## config.mk

```make
export PLATFORM = sky130hd
export DESIGN_NAME = can_tx_loader_flat
export DESIGN_NICKNAME = d
export VERILOG_FILES = /design/src/rtl/can_tx_loader_if.sv /design/src/rtl/can_tx_loader.sv /design/src/flat_wrapper.sv
export SDC_FILE = /design/constraint.sdc
export NUM_CORES = 1
export LEC_CHECK = 0
export CORE_UTILIZATION = 53
export CTS_CLUSTER_DIAMETER = 40
export DETAILED_ROUTE_END_ITERATION = 10
export GPL_TIMING_DRIVEN = 0
export PLACE_DENSITY = 0.85
export REMOVE_ABC_BUFFERS = 1
export SYNTH_ARGS = -nofsm -noshare
export SYNTH_HDL_FRONTEND = slang
export SYNTH_SLANG_ARGS = --single-unit
```

## constraint.sdc

```tcl
create_clock -name clk_i -period 4.2 [get_ports clk_i]
set_clock_uncertainty 0.05 [all_clocks]
set_input_delay 1.26 -clock clk_i [delete_from_list [all_inputs] [get_ports clk_i]]
set_output_delay 1.26 -clock clk_i [all_outputs]
set_load 0.01 [all_outputs]
```

## src/rtl/can_tx_loader_if.sv

```systemverilog
// Message handshake, status and register-bus signals between the CAN transmit loader and its neighbours.
// master: the loader side; slave: message source plus controller register file.
`timescale 1ns/1ps
interface can_tx_loader_if;
    logic        msg_valid;
    logic        msg_ready;
    logic [28:0] msg_id;
    logic        msg_ext;
    logic        msg_rtr;
    logic [3:0]  msg_dlc;
    logic [63:0] msg_data;
    logic        busy;
    logic        done;
    logic        error;
    logic        cs;
    logic        read_n;
    logic        write_n;
    logic [4:0]  address;
    logic [15:0] writedata;
    logic [15:0] readdata;

    modport master (
        input  msg_valid, msg_id, msg_ext, msg_rtr, msg_dlc, msg_data, readdata,
        output msg_ready, busy, done, error, cs, read_n, write_n, address, writedata
    );

    modport slave (
        output msg_valid, msg_id, msg_ext, msg_rtr, msg_dlc, msg_data, readdata,
        input  msg_ready, busy, done, error, cs, read_n, write_n, address, writedata
    );
endinterface

```

## src/rtl/can_tx_loader.sv

```systemverilog
// CAN transmit loader: writes TRAAR1, TRAAR2, the needed TRADxx words and TRACON(TREQ) per accepted message.
// Define CAN_TX_LOADER_POLL_DONE_EN to poll TRACON until TREQ clears (bounded by POLL_TIMEOUT reads).
`timescale 1ns/1ps
module can_tx_loader #(
    parameter logic [4:0] ADDR_TRACON  = 5'd3,
    parameter logic [4:0] ADDR_TRAAR1  = 5'd4,
    parameter logic [4:0] ADDR_TRAAR2  = 5'd5,
    parameter logic [4:0] ADDR_TRAD01  = 5'd6,
    parameter int         TREQ_BIT     = 15,
    parameter int         POLL_TIMEOUT = 255
) (
    input logic             clk_i,
    input logic             rst_ni,
    can_tx_loader_if.master bus_if
);

    typedef enum logic [2:0] {
        S_IDLE    = 3'd0,
        S_WR_AR1  = 3'd1,
        S_WR_AR2  = 3'd2,
        S_WR_DATA = 3'd3,
        S_WR_CON  = 3'd4,
        S_POLL    = 3'd5,
        S_FIN     = 3'd6
    } state_e;

    state_e      state_q, state_d;
    logic        phase_q, phase_d;
    logic [1:0]  idx_q, idx_d;
    logic [28:0] id_q, id_d;
    logic        ext_q, ext_d;
    logic        rtr_q, rtr_d;
    logic [3:0]  dlc_q, dlc_d;
    logic [63:0] data_q, data_d;
    logic [2:0]  nwords_q, nwords_d;

    logic        msg_ready_q, msg_ready_d;
    logic        busy_q, busy_d;
    logic        done_q, done_d;
    logic        error_q, error_d;
    logic        cs_q, cs_d;
    logic        read_n_q, read_n_d;
    logic        write_n_q, write_n_d;
    logic [4:0]  address_q, address_d;
    logic [15:0] writedata_q, writedata_d;

    logic [3:0]  dlc_eff_s;
    logic [2:0]  nwords_s;
    logic        strobe_s;

`ifdef CAN_TX_LOADER_POLL_DONE_EN
    localparam int             PCW       = (POLL_TIMEOUT > 1) ? $clog2(POLL_TIMEOUT) : 1;
    localparam logic [PCW-1:0] POLL_LAST = PCW'(POLL_TIMEOUT - 1);
    logic [PCW-1:0] poll_cnt_q, poll_cnt_d;
`else
    logic unused_s;
    assign unused_s = ^{bus_if.readdata, POLL_TIMEOUT[0]};
`endif

    // Data word k carries bytes 2k and 2k+1; a byte beyond the data length goes out as zero
    function automatic logic [15:0] data_word(input logic [63:0] data, input logic [1:0] idx,
                                              input logic [3:0] dlc);
        logic [63:0] sh;
        logic [3:0]  lo_pos;
        sh     = data << {idx, 4'b0000};
        lo_pos = {1'b0, idx, 1'b1};
        return {sh[63:56], (lo_pos < dlc) ? sh[55:48] : 8'h00};
    endfunction

    function automatic logic [15:0] con_word(input logic rtr, input logic ext, input logic [3:0] dlc);
        logic [15:0] w;
        w           = 16'h0000;
        w[TREQ_BIT] = 1'b1;
        w[5]        = rtr;
        w[4]        = ext;
        w[3:0]      = dlc;
        return w;
    endfunction

    assign dlc_eff_s = (bus_if.msg_dlc > 4'd8) ? 4'd8 : bus_if.msg_dlc;
    assign nwords_s  = dlc_eff_s[3:1] + {2'b00, dlc_eff_s[0]};

    // Sequencer next state, message capture and poll bookkeeping
    always_comb begin
        state_d  = state_q;
        phase_d  = phase_q;
        idx_d    = idx_q;
        id_d     = id_q;
        ext_d    = ext_q;
        rtr_d    = rtr_q;
        dlc_d    = dlc_q;
        data_d   = data_q;
        nwords_d = nwords_q;
        error_d  = 1'b0;
`ifdef CAN_TX_LOADER_POLL_DONE_EN
        poll_cnt_d = poll_cnt_q;
`endif
        case (state_q)
            S_IDLE: begin
                if (bus_if.msg_valid && msg_ready_q) begin
                    id_d     = bus_if.msg_id;
                    ext_d    = bus_if.msg_ext;
                    rtr_d    = bus_if.msg_rtr;
                    dlc_d    = dlc_eff_s;
                    data_d   = bus_if.msg_data;
                    nwords_d = bus_if.msg_rtr ? 3'd0 : nwords_s;
                    idx_d    = 2'd0;
                    phase_d  = 1'b0;
                    state_d  = S_WR_AR1;
`ifdef CAN_TX_LOADER_POLL_DONE_EN
                    poll_cnt_d = {PCW{1'b0}};
`endif
                end else begin
                    state_d = S_IDLE;
                end
            end
            S_WR_AR1: begin
                if (!phase_q) begin
                    phase_d = 1'b1;
                end else begin
                    phase_d = 1'b0;
                    state_d = S_WR_AR2;
                end
            end
            S_WR_AR2: begin
                if (!phase_q) begin
                    phase_d = 1'b1;
                end else if (nwords_q != 3'd0) begin
                    phase_d = 1'b0;
                    state_d = S_WR_DATA;
                end else begin
                    phase_d = 1'b0;
                    state_d = S_WR_CON;
                end
            end
            S_WR_DATA: begin
                if (!phase_q) begin
                    phase_d = 1'b1;
                end else if ({1'b0, idx_q} == (nwords_q - 3'd1)) begin
                    phase_d = 1'b0;
                    state_d = S_WR_CON;
                end else begin
                    idx_d   = idx_q + 2'd1;
                    phase_d = 1'b0;
                end
            end
            S_WR_CON: begin
`ifdef CAN_TX_LOADER_POLL_DONE_EN
                if (!phase_q) begin
                    phase_d = 1'b1;
                end else begin
                    phase_d = 1'b0;
                    state_d = S_POLL;
                end
`else
                // Without polling, FIN doubles as the TRACON gap cycle
                phase_d = 1'b0;
                state_d = S_FIN;
`endif
            end
            S_POLL: begin
`ifdef CAN_TX_LOADER_POLL_DONE_EN
                if (phase_q) begin
                    phase_d = 1'b0;
                end else if (!bus_if.readdata[TREQ_BIT]) begin
                    state_d = S_FIN;
                end else if (poll_cnt_q == POLL_LAST) begin
                    error_d = 1'b1;
                    state_d = S_FIN;
                end else begin
                    poll_cnt_d = poll_cnt_q + PCW'(1'b1);
                    phase_d    = 1'b1;
                end
`else
                phase_d = 1'b0;
                state_d = S_IDLE;
`endif
            end
            S_FIN: begin
                phase_d = 1'b0;
                state_d = S_IDLE;
            end
            default: begin
                phase_d = 1'b0;
                state_d = S_IDLE;
            end
        endcase
    end

    // Bus and status outputs are computed from the upcoming state so they can be registered
    always_comb begin
        strobe_s    = !phase_d && (state_d inside {S_WR_AR1, S_WR_AR2, S_WR_DATA, S_WR_CON, S_POLL});
        msg_ready_d = (state_d == S_IDLE);
        busy_d      = (state_d != S_IDLE);
        done_d      = (state_d == S_FIN);
        cs_d        = strobe_s;
        write_n_d   = !(strobe_s && (state_d != S_POLL));
        read_n_d    = !(strobe_s && (state_d == S_POLL));
        case (state_d)
            S_WR_AR1: begin
                address_d   = ADDR_TRAAR1;
                writedata_d = id_d[28:13];
            end
            S_WR_AR2: begin
                address_d   = ADDR_TRAAR2;
                writedata_d = {id_d[12:0], 3'b000};
            end
            S_WR_DATA: begin
                address_d   = ADDR_TRAD01 + {3'b000, idx_d};
                writedata_d = data_word(data_d, idx_d, dlc_d);
            end
            S_WR_CON: begin
                address_d   = ADDR_TRACON;
                writedata_d = con_word(rtr_d, ext_d, dlc_d);
            end
            S_POLL: begin
                address_d   = ADDR_TRACON;
                writedata_d = 16'h0000;
            end
            default: begin
                address_d   = 5'd0;
                writedata_d = 16'h0000;
            end
        endcase
    end

    // State, captured message and registered outputs
    always_ff @(posedge clk_i or negedge rst_ni) begin
        if (!rst_ni) begin
            state_q     <= S_IDLE;
            phase_q     <= 1'b0;
            idx_q       <= 2'd0;
            id_q        <= 29'd0;
            ext_q       <= 1'b0;
            rtr_q       <= 1'b0;
            dlc_q       <= 4'd0;
            data_q      <= 64'd0;
            nwords_q    <= 3'd0;
            msg_ready_q <= 1'b1;
            busy_q      <= 1'b0;
            done_q      <= 1'b0;
            error_q     <= 1'b0;
            cs_q        <= 1'b0;
            read_n_q    <= 1'b1;
            write_n_q   <= 1'b1;
            address_q   <= 5'd0;
            writedata_q <= 16'h0000;
`ifdef CAN_TX_LOADER_POLL_DONE_EN
            poll_cnt_q  <= {PCW{1'b0}};
`endif
        end else begin
            state_q     <= state_d;
            phase_q     <= phase_d;
            idx_q       <= idx_d;
            id_q        <= id_d;
            ext_q       <= ext_d;
            rtr_q       <= rtr_d;
            dlc_q       <= dlc_d;
            data_q      <= data_d;
            nwords_q    <= nwords_d;
            msg_ready_q <= msg_ready_d;
            busy_q      <= busy_d;
            done_q      <= done_d;
            error_q     <= error_d;
            cs_q        <= cs_d;
            read_n_q    <= read_n_d;
            write_n_q   <= write_n_d;
            address_q   <= address_d;
            writedata_q <= writedata_d;
`ifdef CAN_TX_LOADER_POLL_DONE_EN
            poll_cnt_q  <= poll_cnt_d;
`endif
        end
    end

    assign bus_if.msg_ready = msg_ready_q;
    assign bus_if.busy      = busy_q;
    assign bus_if.done      = done_q;
    assign bus_if.error     = error_q;
    assign bus_if.cs        = cs_q;
    assign bus_if.read_n    = read_n_q;
    assign bus_if.write_n   = write_n_q;
    assign bus_if.address   = address_q;
    assign bus_if.writedata = writedata_q;

endmodule
```

## src/flat_wrapper.sv

```systemverilog
// flat-port wrapper written by rule: the top's interface ports become plain ports
module can_tx_loader_flat 
#(
    parameter logic [4:0] ADDR_TRACON  = 5'd3,
    parameter logic [4:0] ADDR_TRAAR1  = 5'd4,
    parameter logic [4:0] ADDR_TRAAR2  = 5'd5,
    parameter logic [4:0] ADDR_TRAD01  = 5'd6,
    parameter int         TREQ_BIT     = 15,
    parameter int         POLL_TIMEOUT = 255
)
  (clk_i, rst_ni, bus_if_msg_valid, bus_if_msg_id, bus_if_msg_ext, bus_if_msg_rtr, bus_if_msg_dlc, bus_if_msg_data, bus_if_readdata, bus_if_msg_ready, bus_if_busy, bus_if_done, bus_if_error, bus_if_cs, bus_if_read_n, bus_if_write_n, bus_if_address, bus_if_writedata);
  can_tx_loader_if bus_if_i ();
  input logic clk_i;
  input logic rst_ni;
  input wire logic [$bits(bus_if_i.msg_valid)-1:0] bus_if_msg_valid;
  input wire logic [$bits(bus_if_i.msg_id)-1:0] bus_if_msg_id;
  input wire logic [$bits(bus_if_i.msg_ext)-1:0] bus_if_msg_ext;
  input wire logic [$bits(bus_if_i.msg_rtr)-1:0] bus_if_msg_rtr;
  input wire logic [$bits(bus_if_i.msg_dlc)-1:0] bus_if_msg_dlc;
  input wire logic [$bits(bus_if_i.msg_data)-1:0] bus_if_msg_data;
  input wire logic [$bits(bus_if_i.readdata)-1:0] bus_if_readdata;
  output wire logic [$bits(bus_if_i.msg_ready)-1:0] bus_if_msg_ready;
  output wire logic [$bits(bus_if_i.busy)-1:0] bus_if_busy;
  output wire logic [$bits(bus_if_i.done)-1:0] bus_if_done;
  output wire logic [$bits(bus_if_i.error)-1:0] bus_if_error;
  output wire logic [$bits(bus_if_i.cs)-1:0] bus_if_cs;
  output wire logic [$bits(bus_if_i.read_n)-1:0] bus_if_read_n;
  output wire logic [$bits(bus_if_i.write_n)-1:0] bus_if_write_n;
  output wire logic [$bits(bus_if_i.address)-1:0] bus_if_address;
  output wire logic [$bits(bus_if_i.writedata)-1:0] bus_if_writedata;
  assign bus_if_i.msg_valid = bus_if_msg_valid;
  assign bus_if_i.msg_id = bus_if_msg_id;
  assign bus_if_i.msg_ext = bus_if_msg_ext;
  assign bus_if_i.msg_rtr = bus_if_msg_rtr;
  assign bus_if_i.msg_dlc = bus_if_msg_dlc;
  assign bus_if_i.msg_data = bus_if_msg_data;
  assign bus_if_i.readdata = bus_if_readdata;
  assign bus_if_msg_ready = bus_if_i.msg_ready;
  assign bus_if_busy = bus_if_i.busy;
  assign bus_if_done = bus_if_i.done;
  assign bus_if_error = bus_if_i.error;
  assign bus_if_cs = bus_if_i.cs;
  assign bus_if_read_n = bus_if_i.read_n;
  assign bus_if_write_n = bus_if_i.write_n;
  assign bus_if_address = bus_if_i.address;
  assign bus_if_writedata = bus_if_i.writedata;
  can_tx_loader #(.ADDR_TRACON(ADDR_TRACON), .ADDR_TRAAR1(ADDR_TRAAR1), .ADDR_TRAAR2(ADDR_TRAAR2), .ADDR_TRAD01(ADDR_TRAD01), .TREQ_BIT(TREQ_BIT), .POLL_TIMEOUT(POLL_TIMEOUT)) u_core (.clk_i(clk_i), .rst_ni(rst_ni), .bus_if(bus_if_i));
endmodule
```

# == Word level (Yosys, flattened, before mapping) ==
# Cells that the tools add are included.
# totals
register_bits,135
out_inout_bits,28
elab_cells,80
# classes
add_sub_neg,4
n_lt_le_gt_ge,2
n_eq_ne,12
shift,1
muxes,29
reduce_logical,15
# ops
operator,count
$mux W64,2
$pmux W16 S4,1
$shl A64 B6 Y64,1
$mux W29,2
$pmux W5 S4,1
$mux W3,6
$pmux W3 S5,1
$eq A3 B2 Y1 const B,4
$eq A3 B3 Y1 const B,4
$mux W4,3
$mux W8,1
$mux W1,7
$eq A3 B1 Y1 const B,2
$logic_not A3 Y1,2
$mux W2,3
$reduce_bool A3 Y1,2
$reduce_bool A5 Y1,1
$add A3 B2 Y4 const A,1
$gt A4 B4 Y1 const B,1
$logic_and A1 B1 Y1,4
$lt A3 B4 Y1,1
$pmux W2 S2,1
$add A3 B1 Y3,1
$eq A2 B3 Y1,1
8 further kinds,10

# == Logic depth before layout (Yosys ltp) ==
# logic_depth
depth_word,10
mapped_depth,11
ltp_nobuf,10

# == Worst setup path before layout ==
# OpenSTA, ideal clock, no wires.
# synth_timing
kind,input -> register
startpoint,input port bus_if_msg_valid
endpoint,"register u_core.writedata_q[0], in the netlist u_core.bus_if.writedata[0]"
setup_ns,0.126
arrival_time_ns,3.068
slack_ns,0.956
path_stages,9
path_cell_list,nand2_1 > nor4_2 > buf_2 > buf_2 > mux2i_1 > ha_1 > a22oi_1 > and2_1 > a221o_1
# synth_between
elab_chain_cells,6
word_cells_on_any_way,19
# synth_rtl
item,line_no,source
start: declaration,flat_wrapper.sv:15,input wire logic [$bits(bus_if_i.msg_valid)-1:0] bus_if_msg_valid;
$logic_and A1 B1 Y1 (*),can_tx_loader.sv:100,if (bus_if.msg_valid && msg_ready_q) begin
$mux W2 (tied with other cells),can_tx_loader.sv:100,
$pmux W2 S2 (tied with other cells),can_tx_loader.sv:98,case (state_q)
$shl A64 B6 Y64 / $lt A3 B4 Y1 (equally long branches),"can_tx_loader.sv:65, can_tx_loader.sv:67",
$mux W8,can_tx_loader.sv:67,"return {sh[63:56], (lo_pos < dlc) ? sh[55:48] : 8'h00};"
$pmux W16 S4 (*),can_tx_loader.sv:199,case (state_d)
net u_core.writedata_d[0],can_tx_loader.sv:45,"logic [15:0] writedata_q, writedata_d;"
end signal: assignment,can_tx_loader.sv:269,writedata_q <= writedata_d;
end: declaration,can_tx_loader.sv:45,
# Mark *: on every way through the listed nets, which the timed path passes. The rest lies on a longest branch.
# A chain may end at the register's enable or synchronous reset.

# == Worst setup path after layout ==
# layout_timing
startpoint,input port bus_if_msg_valid
endpoint,"register u_core.writedata_q[1], in the netlist u_core.bus_if.writedata[1]"
# layout_between
elab_chain_cells,6
word_cells_on_any_way,19
# layout_rtl
item,line_no,source
$logic_and A1 B1 Y1,can_tx_loader.sv:100,
$mux W64,can_tx_loader.sv:100,
$mux W64,can_tx_loader.sv:98,
net u_core.data_d[1],can_tx_loader.sv:34,"logic [63:0] data_q, data_d;"
$shl A64 B6 Y64,can_tx_loader.sv:65,"sh = data << {idx, 4'b0000};"
$mux W8,can_tx_loader.sv:67,
$pmux W16 S4,can_tx_loader.sv:199,
net u_core.writedata_d[1],can_tx_loader.sv:45,
# The timed path passes the listed nets, and every way through them passes these cells.

==> impl_metrics.tcl <==
set metrics [dict create \
    synth_commonest_cells "dfrtp_1, mux2_2, mux2i_1" \
    power.density_nw_per_um2 785 \
    synth.area.top_cells "dfrtp_1, mux2_2, mux2i_1, o2111ai_1, dfstp_2" \
    critPathTopFamily "buffers and inverters" \
    netlist.area_leader.share_pct 54.9 \
    finalMaxSlewViolations 0 \
    drc 0 \
    dp_slack_ns -0.139 \
    start_util_pct 54.8 \
    setup-violations-final 0 \
    rows 38 \
    critical_path_buf_inv_count 4 \
    io_buffers 127 \
    antenna_found_initial 0 \
    clk_pin_slew_ns 0.06 \
    num_vias 4033 \
    via_per_inst 5.52 \
    htree_levels 4 \
    grt_pass1_wl_um 21100 \
    grt_max_degree 70 \
    fin_nets 701 \
    total_power_mw 6.29 \
    period_share_pct 90.3 \
    crit_required_ns 4.56 \
    async_flop_share_pct 100 \
    dp_hpwl_um 9090 \
    ant_nets 0 \
    ctsHoldBuffers 0 \
    die_y_um 108 \
    numCtsBuffers 17 \
    ioPinCount 146 \
    outcome "finished, final reports clean" \
    synth_most_common_cell "dfrtp_1" \
    slowest_delay_ns 0.60 \
    routed_wl_um 13200 \
    clock_path_buffers 2 \
    cts_tree "yes" \
    worstSetupEndpointType "flop" \
    irDropWorstVdd_v 0.000538 \
    fmax_mhz 264 \
    min_period_ns 3.79 \
    fin_ws_ns 0.409 \
    cts.sinks 134 \
    synth_largest_area_cell "dfrtp_1" \
    core_um2 10900 \
    start_kind "primary input" \
    die_x_um 108 \
    die-area_um2 11700 \
    clk_latency_ns 0.52 \
    timing.setup.tns_ns 0 \
    hold_viol 0 \
    cp.arrival_ns 4.15 \
    synth-seq-cells 134 \
    drt_iter0_markers 155 \
    yosysWarnings 0 \
    yosysUniqueCellTypes 46 \
    worstMarginPinSlew_ns 1.22 \
    post-route-util_pct 73.6 \
    synth_edf_count 0 \
    critical_path.cell_chain "clkdlybuf4s50_1, nand2_1, nor4_4, buf_6, buf_6, buf_6, mux2_2, mux2i_1, mux2i_1, a221o_1" \
    dr.pass1.iters 4 \
    hold_class "reg -> reg" \
    drive_above_1_share_pct 25.9 \
    syn-instance-count 449 \
    yosysSeqAreaShare_pct 56.2 \
    p_leak_nw 3.34 \
    antenna_cells 0 \
    synth_ff_type "dfrtp_1" \
    drt-wirelength-per-cell_um 18.1 \
    root_buffer "clkbuf_8" \
    cp_max_fo 17 \
    globalRouteOverflowTotal 0 \
    grt_pass1_vias 4398 \
    path_common_cell "buf_6" \
    synth.avg_cell_area_um2 13.3 \
    rsz0062_at_grt "false" \
    syn-cell-area_um2 5970 \
    critPathSlowestCell "nor4_4" \
    path_class "in -> reg" \
    drv_cap 0 \
    cts_setup_buffers 0 \
    slew_headroom_pct 18.5 \
    grt_util_all_layers_pct 24.1 \
    gp_congestion 0.828 \
    cts_resized 0 \
    syn_to_final_growth_pct 34.3 \
]
cells by family (layout without fill, tap and decap cells):
logic type	count (synthesis)	count (layout)	share of synthesized area, %
adder cells (fa/ha/maj)	5	5	1.05
AND/OR/NAND/NOR	70	70	6.23
flip-flops	134	134	56.2
XOR/XNOR	5	5	0.860
AO/OA/AOI/OAI	61	61	7.40
other	2	3	0.126
buffers and inverters	38	178	3.27
multiplexers	134	134	24.8
layout by cell type (no fill, tap or decap), types with 4 or more instances in the layout:
master	Yosys	routed
nand3b_1	4	4
ha_1	5	5
clkbuf_16	0	16
mux2_2	102	102
clkdlybuf4s50_1	0	126
buf_6	1	5
o2111ai_1	15	15
nand3_1	10	10
inv_1	9	9
mux2i_1	31	31
a31oi_1	12	12
dfrtp_1	131	131
o211ai_1	5	5
and2_1	4	4
nor2_1	10	10
o21ai_0	9	9
clkbuf_1	9	4
nor2b_1	7	7
nand2b_1	8	8
nand2_1	18	18
stage by stage:
stage | area (um2) | cells | hold slack, ns
3_5_place_dp | 7430 | 699 | 0.430
2_1_floorplan | 5810 | 422 | 0.415
3_3_place_gp | 7260 | 689 | 0.424
5_1_grt | 8010 | 730 | 0.455
4_1_cts | 8010 | 730 | 0.444
6_report | 8010 | 730 | 0.442
registers in the layout (all words and copies together), names as in the netlist, 2 cells and up:
name / cells
u_core.data_q: 64
u_core.id_q: 29
u_core.state_q: 3
u_core.nwords_q: 3
u_core.bus_if.address: 4
u_core.bus_if.writedata: 16
u_core.idx_q: 2
u_core.dlc_q: 4
routing by layer:
metal  GRT usage [%]  up-vias  share of wire [%]
met5               0        -                  0
met2            40.8      126                 51
met3            7.35       17                6.2
met4            7.93        0                1.2
li1                -     1884                  -
met1            29.4     2006                 42
area by class of cell:
| type | count | area [um2] |
|---|---|---|
| sequential | 134 | 3360 |
| tap | 140 | 175 |
| clock buffer | 23 | 457 |
| inverter | 10 | 37.5 |
| fill | 741 | 2880 |
| multi-input combinational | 278 | 2430 |
| timing repair buffer | 137 | 1430 |
| clock inverter | 8 | 124 |
where the power goes:
| group | internal (mW) | total (mW) | leakage (nW) | switching [mW] |
|---|---|---|---|---|
| sequential | 1.93 | 2.17 | 1.63 | 0.237 |
| combinational | 1.32 | 2.67 | 1.43 | 1.34 |
| clock | 0.931 | 1.45 | 0.278 | 0.523 |
| total | 4.19 | 6.29 | 3.34 | 2.10 |
worst paths after layout:
check / start / depth (start not counted) / end / slack (ns)
worst min-delay path: u_core.data_q[9] / 1 / u_core.data_q[9] / 0.44
max in group asynchronous: rst_ni / 2 / u_core.bus_if.write_n / 2.64
worst max register to register: u_core.nwords_q[0] / 10 / u_core.bus_if.writedata[6] / 0.72
min in group asynchronous: rst_ni / 1 / u_core.data_q[33] / 0.67
worst max-delay path: bus_if_msg_valid / 10 / u_core.bus_if.writedata[1] / 0.41
worst min register to register: u_core.data_q[9] / 1 / u_core.data_q[9] / 0.44
Note: power is estimated with default switching activity, not from simulation.
==> variant 1, RTL diff (same flow settings) <==
Add a define of `CAN_TX_LOADER_POLL_DONE_EN`.
--- a/src/rtl/can_tx_loader.sv
+++ b/src/rtl/can_tx_loader.sv
@@ -1,6 +1,8 @@
 // CAN transmit loader: writes TRAAR1, TRAAR2, the needed TRADxx words and TRACON(TREQ) per accepted message.
 // Define CAN_TX_LOADER_POLL_DONE_EN to poll TRACON until TREQ clears (bounded by POLL_TIMEOUT reads).
 `timescale 1ns/1ps
+`define CAN_TX_LOADER_POLL_DONE_EN
+
 module can_tx_loader #(
     parameter logic [4:0] ADDR_TRACON  = 5'd3,
     parameter logic [4:0] ADDR_TRAAR1  = 5'd4,
Behaviour: not the same (a bounded check fails within 10 cycles, from zero or initial values and one cycle with rst_ni low).
==> variant 1 against the original RTL <==
Final area up 6.9%; sequential cell count is 9 higher; synthesized area up 8.5%; fmax decreased by 1.2%; sequential share of layout area down 0.069 points; wire length up 17%; largest cell class unchanged; setup slack got worse by 0.045 ns; hold slack worse by 0.022 ns.
Power is not compared: it rests on default switching activity, and its combinational part moved more than twofold at a synthesized area within 25%.
==> variant 1: results (changes against the original RTL) <==
pin count of the biggest net entering global routing=86 (was 70); n_taps=147 (was 140); RD Place Congestion=0.849 (was 0.828); clock sink count=143 (was 134); GRT Util Overall=0.264 (was 0.241); Post-DP Area=0.00789 mm2 (was 0.00743 mm2); cells after synthesis=569 (was 449); first-pass GRT wire length=25500 um (was 21100 um); Resize count post-CTS=0 (unchanged); clock network area share=0.0777 (was 0.0725); Clock transition at path regs=0.06 ns (about the same); placed cell count=822 (was 699); PortBufs=129 (was 127); number of clock buffers inserted by TritonCTS=17 (unchanged); fraction of registers with async set/reset=1.00 (unchanged); CTS max path bufs=2 (unchanged); H-Tree Depth=4 (unchanged); fillers=830 (was 741); Inverters=12 (was 10); Crit-path slowest cell=mux2_1 (was nor4_4); cell family with most CP delay=simple AND/OR/NAND/NOR gates (was buffers and inverters); post-CTS setup repair buffer count=0 (unchanged); DR iter-0 viols=363 (was 155); top cells by area, synth=dfrtp_1 54%, mux2_2 11%, nand2_1 7.5%, mux2i_1 3.9%, a32o_1 2.0% (was dfrtp_1 55%, mux2_2 19%, mux2i_1 5.2%, o2111ai_1 2.2%, dfstp_2 1.3%); Multi-input comb cells=384 (was 278); Static Leakage=4.07 nW; WL per Instance=18.2 um (was 18.1 um); outcome=finished, final reports clean (unchanged); Comb power frac=0.042; clk_lat worst skew=0.42 ns (was 0.52 ns); Seq/Total Area, Yosys=0.553 (was 0.562); clock root cell=clkbuf_16 (was clkbuf_8); drt pass-1 iters=5 (was 4); Signal buf overhead=0.165 (was 0.178); vias in the first global route=5187 (was 4398); synth unique cells=52 (was 46); initial antenna violation count=0 (unchanged); sequential fraction of total cell area=0.418 (was 0.419); Plain + repair buffers=136 (was 137); crit-path max FO=33 (was 17); via count=4873 (was 4033); share of cells above drive strength 1=0.177 (was 0.259); Setup WS pre-CTS=-0.266 ns (was -0.139 ns); sequential group share of total power=0.432; critical path arrival=4.07 ns (was 4.15 ns); Reg area=0.00358 mm2 (was 0.00336 mm2); Peak supply drop=291 uV; Finished Layout Cells=854 (was 730); dominant synthesized flop cell=dfrtp_1 (unchanged); clock buffer count=22 (was 23); Post-synth top cells=140 x dfrtp_1, 130 x nand2_1, 66 x mux2_2 (was 131 x dfrtp_1, 102 x mux2_2, 31 x mux2i_1); Worst-Margin Slew=1.44 ns (was 1.22 ns); switching pwr=0.609 mW; CP max stage delay=0.75 ns (was 0.60 ns); fraction of area in multi-input gates=0.312 (was 0.304); Post-DP HPWL=10300 um (was 9090 um)
## variant 1: changes by cell type after synthesis, sizes merged, moves of 10 or more
cell | before | now
nor3 | 0 | 13
a31oi | 12 | 2
mux2 | 102 | 68
nand2 | 18 | 130
o2111ai | 15 | 0
a32o | 0 | 13
nor2 | 10 | 29
## variant 1: cell families (layout without fill, tap and decap cells)
group / after synthesis / count (layout) / synth area share
muxes: 93 / 93 / 0.157
DFF: 143 / 143 / 0.553
and+or+nand+nor: 209 / 209 / 0.144
other: 1 / 1 / 0.000579
xor gates and xnor gates: 13 / 13 / 0.0176
buffers and inverters: 42 / 180 / 0.0373
adders and majority gates: 7 / 7 / 0.0135
AOI/OAI and AO/OA: 61 / 61 / 0.0763
## variant 1: layer usage
| metal | track usage | part of all wire | vias up |
|---|---|---|---|
| met1 | 0.320 | 0.40 | 2428 |
| met5 | 0 | 0 | - |
| met3 | 0.0626 | 0.056 | 35 |
| li1 | - | - | 2211 |
| met2 | 0.448 | 0.52 | 199 |
| met4 | 0.123 | 0.026 | 0 |
## variant 1: final timing paths
kind / slack, ns / cells past startpoint / end / start
hold / removal: 0.42 / 2 / u_core.id_q[22]$_DFF_PN0_ / u_core.id_q[22]$_DFF_PN0_
max in group asynchronous: 2.54 / 2 / u_core.id_q[10]$_DFF_PN0_ / rst_ni
setup reg to reg: 0.91 / 9 / u_core.bus_if.writedata[4]$_DFF_PN0_ / u_core.nwords_q[0]$_DFFE_PN0P_
min in group asynchronous: 0.76 / 1 / u_core.data_q[32]$_DFF_PN0_ / rst_ni
hold reg to reg: 0.42 / 2 / u_core.id_q[22]$_DFF_PN0_ / u_core.id_q[22]$_DFF_PN0_
setup / recovery: 0.36 / 8 / u_core.bus_if.writedata[15]$_DFF_PN0_ / bus_if_msg_valid
==> variant 2, RTL diff (config.mk and constraints unchanged) <==
Made on the original files. `writedata_q` no longer has a reset.
--- a/src/rtl/can_tx_loader.sv
+++ b/src/rtl/can_tx_loader.sv
@@ -244,7 +244,6 @@
             read_n_q    <= 1'b1;
             write_n_q   <= 1'b1;
             address_q   <= 5'd0;
-            writedata_q <= 16'h0000;
 `ifdef CAN_TX_LOADER_POLL_DONE_EN
             poll_cnt_q  <= {PCW{1'b0}};
 `endif
@@ -266,11 +265,14 @@
             read_n_q    <= read_n_d;
             write_n_q   <= write_n_d;
             address_q   <= address_d;
-            writedata_q <= writedata_d;
 `ifdef CAN_TX_LOADER_POLL_DONE_EN
             poll_cnt_q  <= poll_cnt_d;
 `endif
         end
+    end
+
+    always_ff @(posedge clk_i) begin
+        writedata_q <= writedata_d;
     end
 
     assign bus_if.msg_ready = msg_ready_q;
Check against the original RTL: not equivalent (a bounded check fails within 4 cycles, from zero or initial values and one cycle with rst_ni low).
==> variant 2 against the original RTL <==
Synthesized cell count unchanged; global-route usage up 1.6 points; setup slack worse by 0.065 ns; count of clock-buffer cells in the layout increased by 1; synthesized area decreased by 1.3%; sequential cell count stayed put; total power is 0.52% lower; core utilization decreased by 0.50 points; final area is 1.1% lower; die area down 1.3%; wire length increased by 4.2%; sequential share of layout area shrank 0.54 points; largest cell class unchanged.
==> variant 2: results (changes against the original RTL) <==
outcome=finished, final reports clean (unchanged); Compound-Gate Fraction of Synth Area=0.0750 (was 0.0740); met2 wire length=7100 um (was 6690 um); fillers=739 (was 741); crit path to=u_core.bus_if.writedata[14]$_DFF_P_ (was u_core.bus_if.writedata[1]$_DFF_PN0_); DR iter-0 viols=205 (was 155); Finished Layout Cells=732 (was 730); M1 WL=5750 um (was 5540 um); Static Leakage=3.27 nW (was 3.34 nW); Post-DP Area=0.00737 mm2 (was 0.00743 mm2); Crit-path slowest cell=nor4_4 (unchanged); synth unique cells=47 (was 46); Peak supply drop=374 uV (was 538 uV); pin count of the biggest net entering global routing=94 (was 70); via count=4081 (was 4033); dominant synthesized flop cell=dfrtp_1 (unchanged); GRT Util Overall=0.257 (was 0.241); met3 WL=728 um (was 824 um); critical path arrival=4.18 ns (was 4.15 ns); Mapped Avg Cell Area=13.1 um2 (was 13.3 um2); Max Used Layer=met4 (unchanged); post-CTS setup repair buffer count=0 (unchanged); fraction of registers with async set/reset=0.881 (was 1.00); R2R Setup Slk=0.66 ns (was 0.72 ns); Post-DP HPWL=9310 um (was 9090 um); Synth warnings=0 (unchanged); Adder-Cell Fraction of Synth Area=0.0106 (was 0.0105); worst hold path type=flip-flop to flip-flop (unchanged); diodes inserted=0 (unchanged); CP max stage delay=0.68 ns (was 0.60 ns); post-synthesis mux area share=0.252 (was 0.248); WL per Instance=18.8 um (was 18.1 um); WHS Endpoint=u_core.data_q[44]$_DFF_PN0_ (was u_core.data_q[9]$_DFF_PN0_); met3 GRT Util=0.0672 (was 0.0735); worst reg2reg endpoint=u_core.bus_if.writedata[7]$_DFF_P_ (was u_core.bus_if.writedata[6]$_DFF_PN0_); clk_lat worst skew=0.51 ns; Seq/Total Area, Yosys=0.557 (was 0.562); max FFs per register=64 (unchanged); post-route setup slack=0.344 ns (was 0.409 ns); Setup WS pre-CTS=-0.100 ns (was -0.139 ns); Hold Path Origin=u_core.data_q[44]$_DFF_PN0_ (was u_core.data_q[9]$_DFF_PN0_); P_int=4.12 mW (was 4.19 mW); Synth Area in XOR/XNOR=0.00871 (was 0.00860); Worst Reg2Reg Path Length in Cells=10 (unchanged); Resize count post-CTS=0 (unchanged); PortBufs=127 (unchanged); clock root cell=clkbuf_8 (unchanged); Slew HR=0.211 (was 0.185); first-pass GRT wire length=22200 um (was 21100 um); GRT met2 Usage=0.443 (was 0.408); Final #Nets=702 (was 701); crit-path max FO=14 (was 17); RD Place Congestion=0.922 (was 0.828); vias in the first global route=4385 (was 4398); cell family with most CP delay=buffers and inverters (unchanged); Post-synth top cells=115 x dfrtp_1, 102 x mux2_2, 31 x mux2i_1 (was 131 x dfrtp_1, 102 x mux2_2, 31 x mux2i_1); top cells by area, synth=dfrtp_1 49%, mux2_2 20%, dfxtp_1 5.4%, mux2i_1 5.3%, o2111ai_1 2.2% (was dfrtp_1 55%, mux2_2 19%, mux2i_1 5.2%, o2111ai_1 2.2%, dfstp_2 1.3%); share of cells above drive strength 1=0.260 (was 0.259); grt met1 use=0.315 (was 0.294)
## variant 2: power groups by stage
stage	clock, mW	sequential (mW)	combinational [mW]
2_1_floorplan	0	2.16	1.78
3_3_place_gp	0	2.16	2.52
3_5_place_dp	0	2.19	2.68
4_1_cts	1.37	2.18	2.72
5_1_grt	1.43	2.24	2.97
6_report	1.35	2.18	2.73
## variant 2: final cells by class
type                            count  area, um2  area share
Clock inverter                      8       75.1     0.00947
Multi-Input combinational cell    278       2430       0.306
Tap cell                          140        175      0.0221
Clock buffer                       24        470      0.0594
Inverter                           10       37.5     0.00474
Sequential cell                   134       3280       0.414
Timing Repair Buffer              138       1460       0.184
## variant 2: metrics by stage
stage | hold slack, ns | setup TNS (ns)
2_1_floorplan | 0.415 | -441.03
3_3_place_gp | 0.424 | -1093.80
3_5_place_dp | 0.432 | -0.217
4_1_cts | 0.448 | 0
5_1_grt | 0.456 | 0
6_report | 0.444 | 0
